[config.mk]
export PLATFORM = sky130hd
export DESIGN_NAME = fifo_wr_arbiter
export DESIGN_NICKNAME = d
export VERILOG_FILES = /design/src/rtl/fifo_arb_defs.sv /design/src/rtl/rr_pick.sv /design/src/rtl/fifo_wr_arbiter.sv
export SDC_FILE = /design/constraint.sdc
export NUM_CORES = 1
export LEC_CHECK = 0
export CAP_MARGIN = 20
export CORE_AREA = 2 2 63 65
export CTS_CLUSTER_SIZE = 24
export DETAILED_ROUTE_END_ITERATION = 16
export DIE_AREA = 0 0 65 67
export GPL_ROUTABILITY_DRIVEN = 0
export PLACE_DENSITY = 0.85
export SLEW_MARGIN = 15
export SYNTH_ARGS = -nofsm -noshare
export SYNTH_HDL_FRONTEND = slang
export SYNTH_SLANG_ARGS = --single-unit
[constraint.sdc]
create_clock -name wr_clk -period 3.2 [get_ports wr_clk]
set_input_delay 0.64 -clock wr_clk [delete_from_list [all_inputs] [get_ports wr_clk]]
set_output_delay 0.64 -clock wr_clk [all_outputs]
set_load 0.05 [all_outputs]
[src/rtl/fifo_arb_defs.sv]
// Shared definitions for the FIFO write arbiter: state encoding and field widths.
package fifo_arb_defs;

  localparam int unsigned GID_W  = 3;
  localparam int unsigned BEAT_W = 4;
  localparam int unsigned CNT_W  = 16;

  typedef enum logic {
    IDLE  = 1'b0,
    GRANT = 1'b1
  } arb_state_e;

endpackage

[src/rtl/rr_pick.sv]
// Combinational round-robin picker: first set bit of req searching upward from last+1 (mod NUM_REQ).
module rr_pick
  import fifo_arb_defs::*;
#(
  parameter int unsigned NUM_REQ = 4
) (
  input  logic [NUM_REQ-1:0] req,
  input  logic [GID_W-1:0]   last,
  output logic               found,
  output logic [GID_W-1:0]   index
);

  logic [GID_W:0]     start;
  logic [GID_W:0]     pos;
  logic [NUM_REQ-1:0] rot;

  // Rotate req so bit 0 corresponds to the highest-priority requester.
  always_comb begin
    start = (last >= GID_W'(NUM_REQ - 1)) ? '0 : ({1'b0, last} + (GID_W+1)'(1));
    rot   = (req >> start) | (req << (32'(NUM_REQ) - 32'(start)));
    found = 1'b0;
    index = '0;
    pos   = '0;
    for (int i = 0; i < int'(NUM_REQ); i++) begin
      if (!found && rot[i]) begin
        found = 1'b1;
        pos   = start + (GID_W+1)'(i);
        if (pos >= (GID_W+1)'(NUM_REQ)) pos = pos - (GID_W+1)'(NUM_REQ);
        index = GID_W'(pos);
      end
    end
  end

endmodule

[src/rtl/fifo_wr_arbiter.sv]
// Round-robin burst arbiter feeding a single FIFO write port from NUM_REQ requesters.
// Optional per-requester accepted-word counters are enabled with macro ARB_STATS_EN.
module fifo_wr_arbiter
  import fifo_arb_defs::*;
#(
  parameter int unsigned NUM_REQ    = 4,
  parameter int unsigned DATA_WIDTH = 8,
  parameter int unsigned BURST_MAX  = 4
) (
  input  logic                          wr_clk,
  input  logic                          wr_rst_n,
  input  logic [NUM_REQ-1:0]            req_valid,
  input  logic [NUM_REQ*DATA_WIDTH-1:0] req_data,
  output logic [NUM_REQ-1:0]            req_ready,
  input  logic                          fifo_full,
  output logic                          fifo_wr_en,
  output logic [DATA_WIDTH-1:0]         fifo_wr_data,
  output logic [GID_W-1:0]              grant_id,
  output logic                          busy
`ifdef ARB_STATS_EN
  ,
  output logic [NUM_REQ*CNT_W-1:0]      acc_cnt
`endif
);

  arb_state_e         state;
  logic [BEAT_W-1:0]  beat_cnt;
  logic [BEAT_W-1:0]  beat_nxt;
  logic [GID_W-1:0]   last_grant;
  logic               pick_found;
  logic [GID_W-1:0]   pick_index;
  logic               sel_valid;
  logic [DATA_WIDTH-1:0] sel_data;

  rr_pick #(
    .NUM_REQ (NUM_REQ)
  ) u_rr_pick (
    .req   (req_valid),
    .last  (last_grant),
    .found (pick_found),
    .index (pick_index)
  );

  // Mux out the grantee's valid and data.
  always_comb begin
    sel_valid = 1'b0;
    sel_data  = '0;
    for (int i = 0; i < int'(NUM_REQ); i++) begin
      if (grant_id == GID_W'(i)) begin
        sel_valid = req_valid[i];
        sel_data  = req_data[i*DATA_WIDTH +: DATA_WIDTH];
      end
    end
  end

  // Write-side handshake is combinational off the registered grant.
  always_comb begin
    busy         = (state == GRANT);
    fifo_wr_en   = busy && sel_valid && !fifo_full;
    fifo_wr_data = sel_data;
    req_ready    = '0;
    for (int i = 0; i < int'(NUM_REQ); i++) begin
      req_ready[i] = busy && (grant_id == GID_W'(i)) && !fifo_full;
    end
    beat_nxt     = beat_cnt + BEAT_W'(1);
  end

  // Arbitration / burst FSM; a full FIFO freezes the grant in place.
  always_ff @(posedge wr_clk or negedge wr_rst_n) begin
    if (!wr_rst_n) begin
      state      <= IDLE;
      grant_id   <= '0;
      beat_cnt   <= '0;
      last_grant <= GID_W'(NUM_REQ - 1);
    end else begin
      case (state)
        IDLE: begin
          if (pick_found) begin
            grant_id   <= pick_index;
            last_grant <= pick_index;
            beat_cnt   <= '0;
            state      <= GRANT;
          end
        end
        GRANT: begin
          if (!fifo_full) begin
            if (!sel_valid) begin
              state <= IDLE;
            end else begin
              beat_cnt <= beat_nxt;
              if (beat_nxt == BEAT_W'(BURST_MAX)) state <= IDLE;
            end
          end
        end
        default: state <= IDLE;
      endcase
    end
  end

`ifdef ARB_STATS_EN
  // Saturating per-requester accepted-word counters.
  for (genvar g = 0; g < int'(NUM_REQ); g++) begin : g_stats
    logic [CNT_W-1:0] cnt;
    always_ff @(posedge wr_clk or negedge wr_rst_n) begin
      if (!wr_rst_n) begin
        cnt <= '0;
      end else if (fifo_wr_en && (grant_id == GID_W'(g)) && (cnt != {CNT_W{1'b1}})) begin
        cnt <= cnt + CNT_W'(1);
      end
    end
    assign acc_cnt[g*CNT_W +: CNT_W] = cnt;
  end
`endif

endmodule
; ---- Yosys cells after proc, flatten, opt, wreduce, memory -nomap -nowiden
; Index checks and enable logic that the tools add are counted.
[totals]
output_inout_bits = 17
ff_bits = 11
inputBits = 39
wordCells = 80
[classes]
n_addsub = 10
bitwise_logic = 2
order_cmp = 5
n_mux = 30
n_shift = 2
n_reduce_logical = 20
n_eq_ne = 7
[ops]
columns = operator, n
row1 = $mux W8, 4
row2 = $shl A4 B32 Y4, 1
row3 = $mux W3, 8
row4 = $ge A4 B3 Y1 const B, 4
row5 = $mux W4, 4
row6 = $logic_and A1 B1 Y1, 13
row7 = $mux W1, 12
row8 = $sub A3 B3 Y3 const B, 4
row9 = $add A4 B1 Y4 const B, 2
row10 = $add A4 B2 Y4 const B, 2
row11 = $pmux W4 S2, 1
row12 = $eq A3 B2 Y1 const B, 2
row13 = $sub A3 B4 Y5 const A, 1
row14 = $add A3 B1 Y4 const B, 1
row15 = $eq A4 B3 Y1 const B, 1
row16 = $logic_not A1 Y1, 4
row17 = $ne A2 B2 Y1 const B, 2
row18 = $or A4 B4 Y4, 1
row19 = $shr A4 B4 Y4, 1
row20 = $eq A3 B1 Y1 const B, 1
row21 = $ge A3 B2 Y1 const B, 1
row22 = $logic_not A3 Y1, 1
row23 = $reduce_and A3 Y1, 1
row24 = $ne A2 B1 Y1 const B, 1
row25 = other kinds (3), 3

; ---- Depth between registers and ports, before layout
[logic_depth]
depth_word = 17
ltp_mapped = 15
ltp_nobuf = 12

; ---- Modules after synthesis
; From an unflattened synthesis, not the netlist that was laid out.
[hier_totals]
hier_cells = 158
hier_area_um2 = 1390.1
[modules_own_cells]
columns = mod, seq_area_each_um2, n_inst, area_each_um2, cells_each
row1 = fifo_wr_arbiter, 252.7, 1, 803.3, 77
row2 = rr_pick, 0.0, 1, 586.8, 81

; ---- Worst setup path after synthesis
; No wires, ideal clock.
[synth_timing]
path_type = register -> output
from = register state, in the netlist busy
to = output port req_ready[0]
slack_ps = 230
arrival_ps = 2330
stages_incl_launch_ff = 4
t_required_ps = 2560
n_path_buf = 0
path_cell_list = dfrtp_1 > inv_1 > nor3_1 > nor3b_1
[synth_between]
elab_chain_len = 2
[synth_rtl]
columns = item, line
row1 = "start, declared", fifo_wr_arbiter.sv:26  ; arb_state_e state;
row2 = "start signal, assigned", fifo_wr_arbiter.sv:71  ; state <= IDLE;
row3 = "start signal, assigned", fifo_wr_arbiter.sv:82  ; state <= GRANT;
row4 = "start signal, assigned", fifo_wr_arbiter.sv:88  ; state <= IDLE;
row5 = $logic_and A1 B1 Y1 (2 in series), fifo_wr_arbiter.sv:63  ; req_ready[i] = busy && (grant_id == GID_W'(i)) && !fifo_full;
row6 = "end, declared", fifo_wr_arbiter.sv:14  ; output logic [NUM_REQ-1:0] req_ready,
; No other way between the ends.

; ---- Final worst setup path
[layout_timing]
from = register grant_id[0]
to = output port fifo_wr_data[3]
[layout_between]
elab_chain_len = 5
elab_cells_between_ends = 8
cone_classes = eq/ne: 3 / mux: 4 / reduce/logical: 1
[layout_rtl]
columns = item, line
row1 = "start, declared", fifo_wr_arbiter.sv:18  ; output logic [GID_W-1:0] grant_id,
row2 = "start signal, assigned", fifo_wr_arbiter.sv:79  ; grant_id <= pick_index;
row3 = $logic_not A3 Y1, fifo_wr_arbiter.sv:49  ; if (grant_id == GID_W'(i)) begin
row4 = $mux W8 (3 in series), fifo_wr_arbiter.sv:49
row5 = $mux W8 *, fifo_wr_arbiter.sv:49
row6 = "end, declared", fifo_wr_arbiter.sv:17  ; output logic [DATA_WIDTH-1:0] fifo_wr_data,
; Mark *: on every way between the ends. The rest lies on a longest branch, timed or not.

==> impl_results.html <==
<table>
<tr><th>Metric</th><th>Value</th></tr>
<tr><th colspan="2">Power</th></tr>
<tr><td>Worst-case vdd ir drop</td><td>between 0.4 and 0.5 mV</td></tr>
<tr><td>Sw frac</td><td>between 50% and 60%</td></tr>
<tr><td>Proportion of power drawn by the clock network</td><td>7.2%</td></tr>
<tr><td>Net switching power figure</td><td>1.120 mW</td></tr>
<tr><td>Comb power frac</td><td>78.6%</td></tr>
<tr><td>Reported leakage power</td><td>approximately 0.86 nW</td></tr>
<tr><td>PD cells</td><td>1053 nW/um2</td></tr>
<tr><td>Internal power</td><td>1.031 mW</td></tr>
<tr><td>Part of the total power dissipated in sequential elements</td><td>14.1%</td></tr>
<tr><th colspan="2">STA</th></tr>
<tr><td>Setup violators final</td><td>0</td></tr>
<tr><td>Final number of max-transition violations</td><td>0</td></tr>
<tr><td>Setup repair after global routing missed its margin</td><td>no</td></tr>
<tr><td>Skew final</td><td>0.0002887 ns</td></tr>
<tr><td>Period utilization</td><td>95.48%</td></tr>
<tr><td>Final-layout setup total negative slack</td><td>0 ns</td></tr>
<tr><td>Relative slew margins</td><td>59.80%</td></tr>
<tr><td>Least setup slack across all paths after layout</td><td>0.1448 ns</td></tr>
<tr><td>Worst Max-Slew Pin Slew</td><td>0.6031 ns</td></tr>
<tr><td>Maximum clock frequency</td><td>0.3273 GHz</td></tr>
<tr><td>Hold violation total from the final report</td><td>0</td></tr>
<tr><td>Minimum period implied by the final worst setup slack</td><td>around 3.1 ns</td></tr>
<tr><th colspan="2">Synth</th></tr>
<tr><td>List of most frequent post-synthesis cells</td><td>13 x sky130_fd_sc_hd__nand2_1, 9 x sky130_fd_sc_hd__mux4_2, 9 x sky130_fd_sc_hd__nor2_1</td></tr>
<tr><td>Post-synthesis async set-or-reset flop share</td><td>100.0%</td></tr>
<tr><td>Synth unique cells</td><td>50</td></tr>
<tr><td>Mean post-synth cell area</td><td>between 8 and 9 um2</td></tr>
<tr><td>Cell with the most instances after synthesis</td><td>sky130_fd_sc_hd__nand2_1</td></tr>
<tr><td>Sequential area share after synthesis</td><td>between 10% and 20%</td></tr>
<tr><td>Synthesized area</td><td>between 1000 and 1500 um2</td></tr>
<tr><td>Synthesized netlist cell count</td><td>153</td></tr>
<tr><td>Portion of synthesized cell area occupied by the leading cell type</td><td>14.86%</td></tr>
<tr><td>Top cells by area in the synthesized netlist</td><td>sky130_fd_sc_hd__mux4_2 15%, sky130_fd_sc_hd__dfrtp_1 15%, sky130_fd_sc_hd__ha_1 5.5%</td></tr>
<tr><td>Predominant post-synthesis flop cell</td><td>sky130_fd_sc_hd__dfrtp_1</td></tr>
<tr><td>Count of state elements after synthesis</td><td>10</td></tr>
<tr><td>Net Count, Synth</td><td>just under 200</td></tr>
<tr><td>Top cell type by total area after synthesis</td><td>sky130_fd_sc_hd__mux4_2</td></tr>
<tr><td>Yosys synthesis warning count</td><td>0</td></tr>
<tr><td>EDFF count, synth</td><td>0</td></tr>
<tr><th colspan="2">Drt</th></tr>
<tr><td>Post-detailed-route wirelength per cell</td><td>14.14 um</td></tr>
<tr><td>1st-iter DRT viols</td><td>90</td></tr>
<tr><td>Final wirelength</td><td>between 3000 and 4000 um</td></tr>
<tr><td>Via density per instance</td><td>between 5 and 6</td></tr>
<tr><td>Vias post-DR</td><td>around 1400</td></tr>
<tr><td>Remaining DRCs</td><td>0</td></tr>
<tr><td>First-pass detailed-route iteration total</td><td>4</td></tr>
<tr><td>Post-route antenna net violation count</td><td>0</td></tr>
<tr><th colspan="2">Clock tree</th></tr>
<tr><td>Clock tree from TritonCTS</td><td>yes</td></tr>
<tr><td>Hold_buf cts</td><td>0</td></tr>
<tr><td>Clock Sink Count</td><td>10</td></tr>
<tr><td>Root Driver</td><td>sky130_fd_sc_hd__clkbuf_8</td></tr>
<tr><td>H-tree levels</td><td>1</td></tr>
<tr><td>TritonCTS Buffers</td><td>3</td></tr>
<tr><td>Buffer levels on the longest clock path</td><td>2</td></tr>
<tr><td>Clock slew at the register clock pins of the worst setup and hold paths</td><td>0.05 ns</td></tr>
<tr><td>Source-to-sink clock delay at the later pin of the worst-skew pair</td><td>around 0.23 ns</td></tr>
<tr><th colspan="2">Worst setup path</th></tr>
<tr><td>Largest fanout of any net on the critical path</td><td>13</td></tr>
<tr><td>Endpoint of the worst register-to-register path</td><td>grant_id[1]$_DFFE_PN0P_</td></tr>
<tr><td>End point of the critical path</td><td>fifo_wr_data[3]</td></tr>
<tr><td>Number of cell instances on the worst register-to-register path</td><td>12</td></tr>
<tr><td>Setup crit end kind</td><td>output port</td></tr>
<tr><td>Startpoint class of the critical path</td><td>flop</td></tr>
<tr><td>Cell type of the slowest stage on the worst timing path</td><td>sky130_fd_sc_hd__dfrtp_1</td></tr>
<tr><td>Critical Path, Cell by Cell</td><td>mux4_2 -&gt; and2_1 -&gt; clkdlybuf4s50_1</td></tr>
<tr><td>Worst setup path startpoint</td><td>grant_id[0]$_DFFE_PN0P_</td></tr>
<tr><td>R2R setup slack</td><td>0.21 ns</td></tr>
<tr><td>Stage delay of the slowest cell on the critical path</td><td>0.72 ns</td></tr>
<tr><td>Kind of critical path</td><td>flop to output port</td></tr>
<tr><td>Critical Path RT</td><td>2.56 ns</td></tr>
<tr><td>Arr. time, crit path</td><td>2.42 ns</td></tr>
<tr><td>Startpoint of the worst-slack reg-to-reg timing path</td><td>last_grant[0]$_DFFE_PN1P_</td></tr>
<tr><th colspan="2">Place</th></tr>
<tr><td>Quantity of I/O buffers inserted on ports</td><td>55</td></tr>
<tr><td>Placement-stage worst setup slack</td><td>0.1870 ns</td></tr>
<tr><td>Dpl hpwl</td><td>2956 um</td></tr>
<tr><th colspan="2">Layout</th></tr>
<tr><td>Area added between synthesis and finish</td><td>49.82%</td></tr>
<tr><td>Fraction of layout instances using a drive strength above 1</td><td>20.19%</td></tr>
<tr><td>Layout fillers</td><td>323</td></tr>
<tr><td>Count of nets after finishing</td><td>approximately 260</td></tr>
<tr><td>Ant. Diodes</td><td>0</td></tr>
<tr><th colspan="2">Global routing</th></tr>
<tr><td>Total global routing track utilization</td><td>~17%</td></tr>
<tr><td>Number of global-route vias before repair</td><td>roughly 1300</td></tr>
<tr><td>Wire length of the first global-routing pass</td><td>5761 um</td></tr>
<tr><td>Pin count of the biggest net entering global routing</td><td>16</td></tr>
<tr><td>Overflow left after global routing</td><td>0</td></tr>
<tr><td>Number of antenna violations at the first check in global routing</td><td>0</td></tr>
<tr><th colspan="2">Die</th></tr>
<tr><td>Std cell rows</td><td>22</td></tr>
<tr><td>Die Span Y</td><td>67 um</td></tr>
<tr><td>Top-level port count</td><td>56</td></tr>
<tr><td>Total Die Area</td><td>~4400 um2</td></tr>
<tr><td>Initial core utilization</td><td>37.82%</td></tr>
<tr><td>Std-Cell Core Area</td><td>3606 um2</td></tr>
<tr><td>Width of the die</td><td>65 um</td></tr>
<tr><th colspan="2">Run status</th></tr>
<tr><td>Run status</td><td>finished clean</td></tr>
<tr><th colspan="2">Worst hold path</th></tr>
<tr><td>Startpoint of the most critical hold path</td><td>busy$_DFF_PN0_</td></tr>
<tr><td>Kind of path behind the tightest hold check</td><td>flop to flop</td></tr>
<tr><th colspan="2">Job</th></tr>
<tr><td>Max-cap violations</td><td>0</td></tr>
</table>
==> power by group through the flow <==
stage               Clock [mW]  Combinational [mW]  Sequential, mW
finish                   0.156                1.69           0.304
detailed placement           0                1.67           0.308
global placement             0                1.64           0.307
floorplan                    0                1.25           0.292
CTS                      0.162                1.68           0.306
global route             0.167                1.82           0.321
==> layer usage <==
layer	vias to the layer above	track usage [%]	part of all wire [%]
met4	0	8.245	1.9
met5	-	0	0
met2	44	30.54	52
met3	7	1.520	5.0
li1	698	-	-
met1	661	21.15	41
==> through the flow <==
stage / std cells / area, um2 / power [mW] / hold slack, ns / util (%)
6_report: 261 / 2043 / 2.151 / 0.5457 / 56.66
5_1_grt: 261 / 2043 / 2.314 / 0.5759 / 56.66
4_1_cts: 260 / 2036 / 2.148 / 0.5478 / 56.45
3_5_place_dp: 256 / 1981 / 1.979 / 0.5375 / 54.93
3_3_place_gp: 256 / 1981 / 1.949 / 0.5447 / 54.93
2_1_floorplan: 153 / 1364 / 1.538 / 0.3444 / -
==> worst max-delay path: cells and delay by family, from the launching register on <==
kind / cells / cell delay, ns
buffers and inverters: 1 / 0.70
DFF: 1 / 0.72
and+or+nand+nor: 1 / 0.18
muxes: 1 / 0.58
==> final cells by class <==
cell class	count	area, um2	area share, %
clock buffers	4	55.05	2.694
inverters	7	26.28	1.286
multi-input cells	126	1023	50.09
flip-flops and latches	10	252.7	12.37
well taps	48	60.06	2.939
repair buffers	66	625.6	30.62
==> cell usage in the layout (no fill, tap or decap), types with 4 or more instances in the layout <==
master,instances
sky130_fd_sc_hd__nand3_1,4
sky130_fd_sc_hd__clkdlybuf4s50_1,47
sky130_fd_sc_hd__inv_1,7
sky130_fd_sc_hd__mux2i_1,5
sky130_fd_sc_hd__o21ai_0,7
sky130_fd_sc_hd__a31oi_1,4
sky130_fd_sc_hd__and2_1,8
sky130_fd_sc_hd__a21oi_1,8
sky130_fd_sc_hd__clkbuf_8,4
sky130_fd_sc_hd__nor3b_1,4
sky130_fd_sc_hd__dfrtp_1,8
sky130_fd_sc_hd__nand2_1,13
sky130_fd_sc_hd__ha_1,6
sky130_fd_sc_hd__mux4_2,9
sky130_fd_sc_hd__or3_1,4
sky130_fd_sc_hd__buf_4,18
sky130_fd_sc_hd__nor2_1,9
==> registers in the layout (all words and copies together), names as in the netlist <==
signal / flops
busy: 1
grant_id: 3
beat_cnt: 4
last_grant: 2
==> worst min-delay path by stage <==
| stage | to | slack (ns) | cells after the start |
|---|---|---|---|
| finish | busy$_DFF_PN0_ | 0.55 | 1 |
| global route | beat_cnt[2]$_DFFE_PN0P_ | 0.58 | 1 |
| CTS | busy$_DFF_PN0_ | 0.55 | 1 |
| detailed placement | busy$_DFF_PN0_ | 0.54 | 1 |
| global placement | busy$_DFF_PN0_ | 0.54 | 1 |
| floorplan | beat_cnt[0]$_DFFE_PN0P_ | 0.34 | 0 |
==> what timing repair did <==
action,CTS,global route
buffers inserted,0,1
gates resized for setup,0,0
setup endpoints to repair,0,2
==> kinds of logic (layout without fill, tap and decap cells) <==
logic type	after synthesis	after routing	synth area share, %
AO/OA/AOI/OAI	39	39	19.63
XOR/XNOR	5	5	3.212
adder cells (fa/ha/maj)	6	6	5.504
buffers and inverters	17	77	6.422
flip-flops	10	10	18.53
multiplexers	17	17	22.39
AND/OR/NAND/NOR	59	59	24.31
No activity file was read; power rests on OpenSTA's default activity.
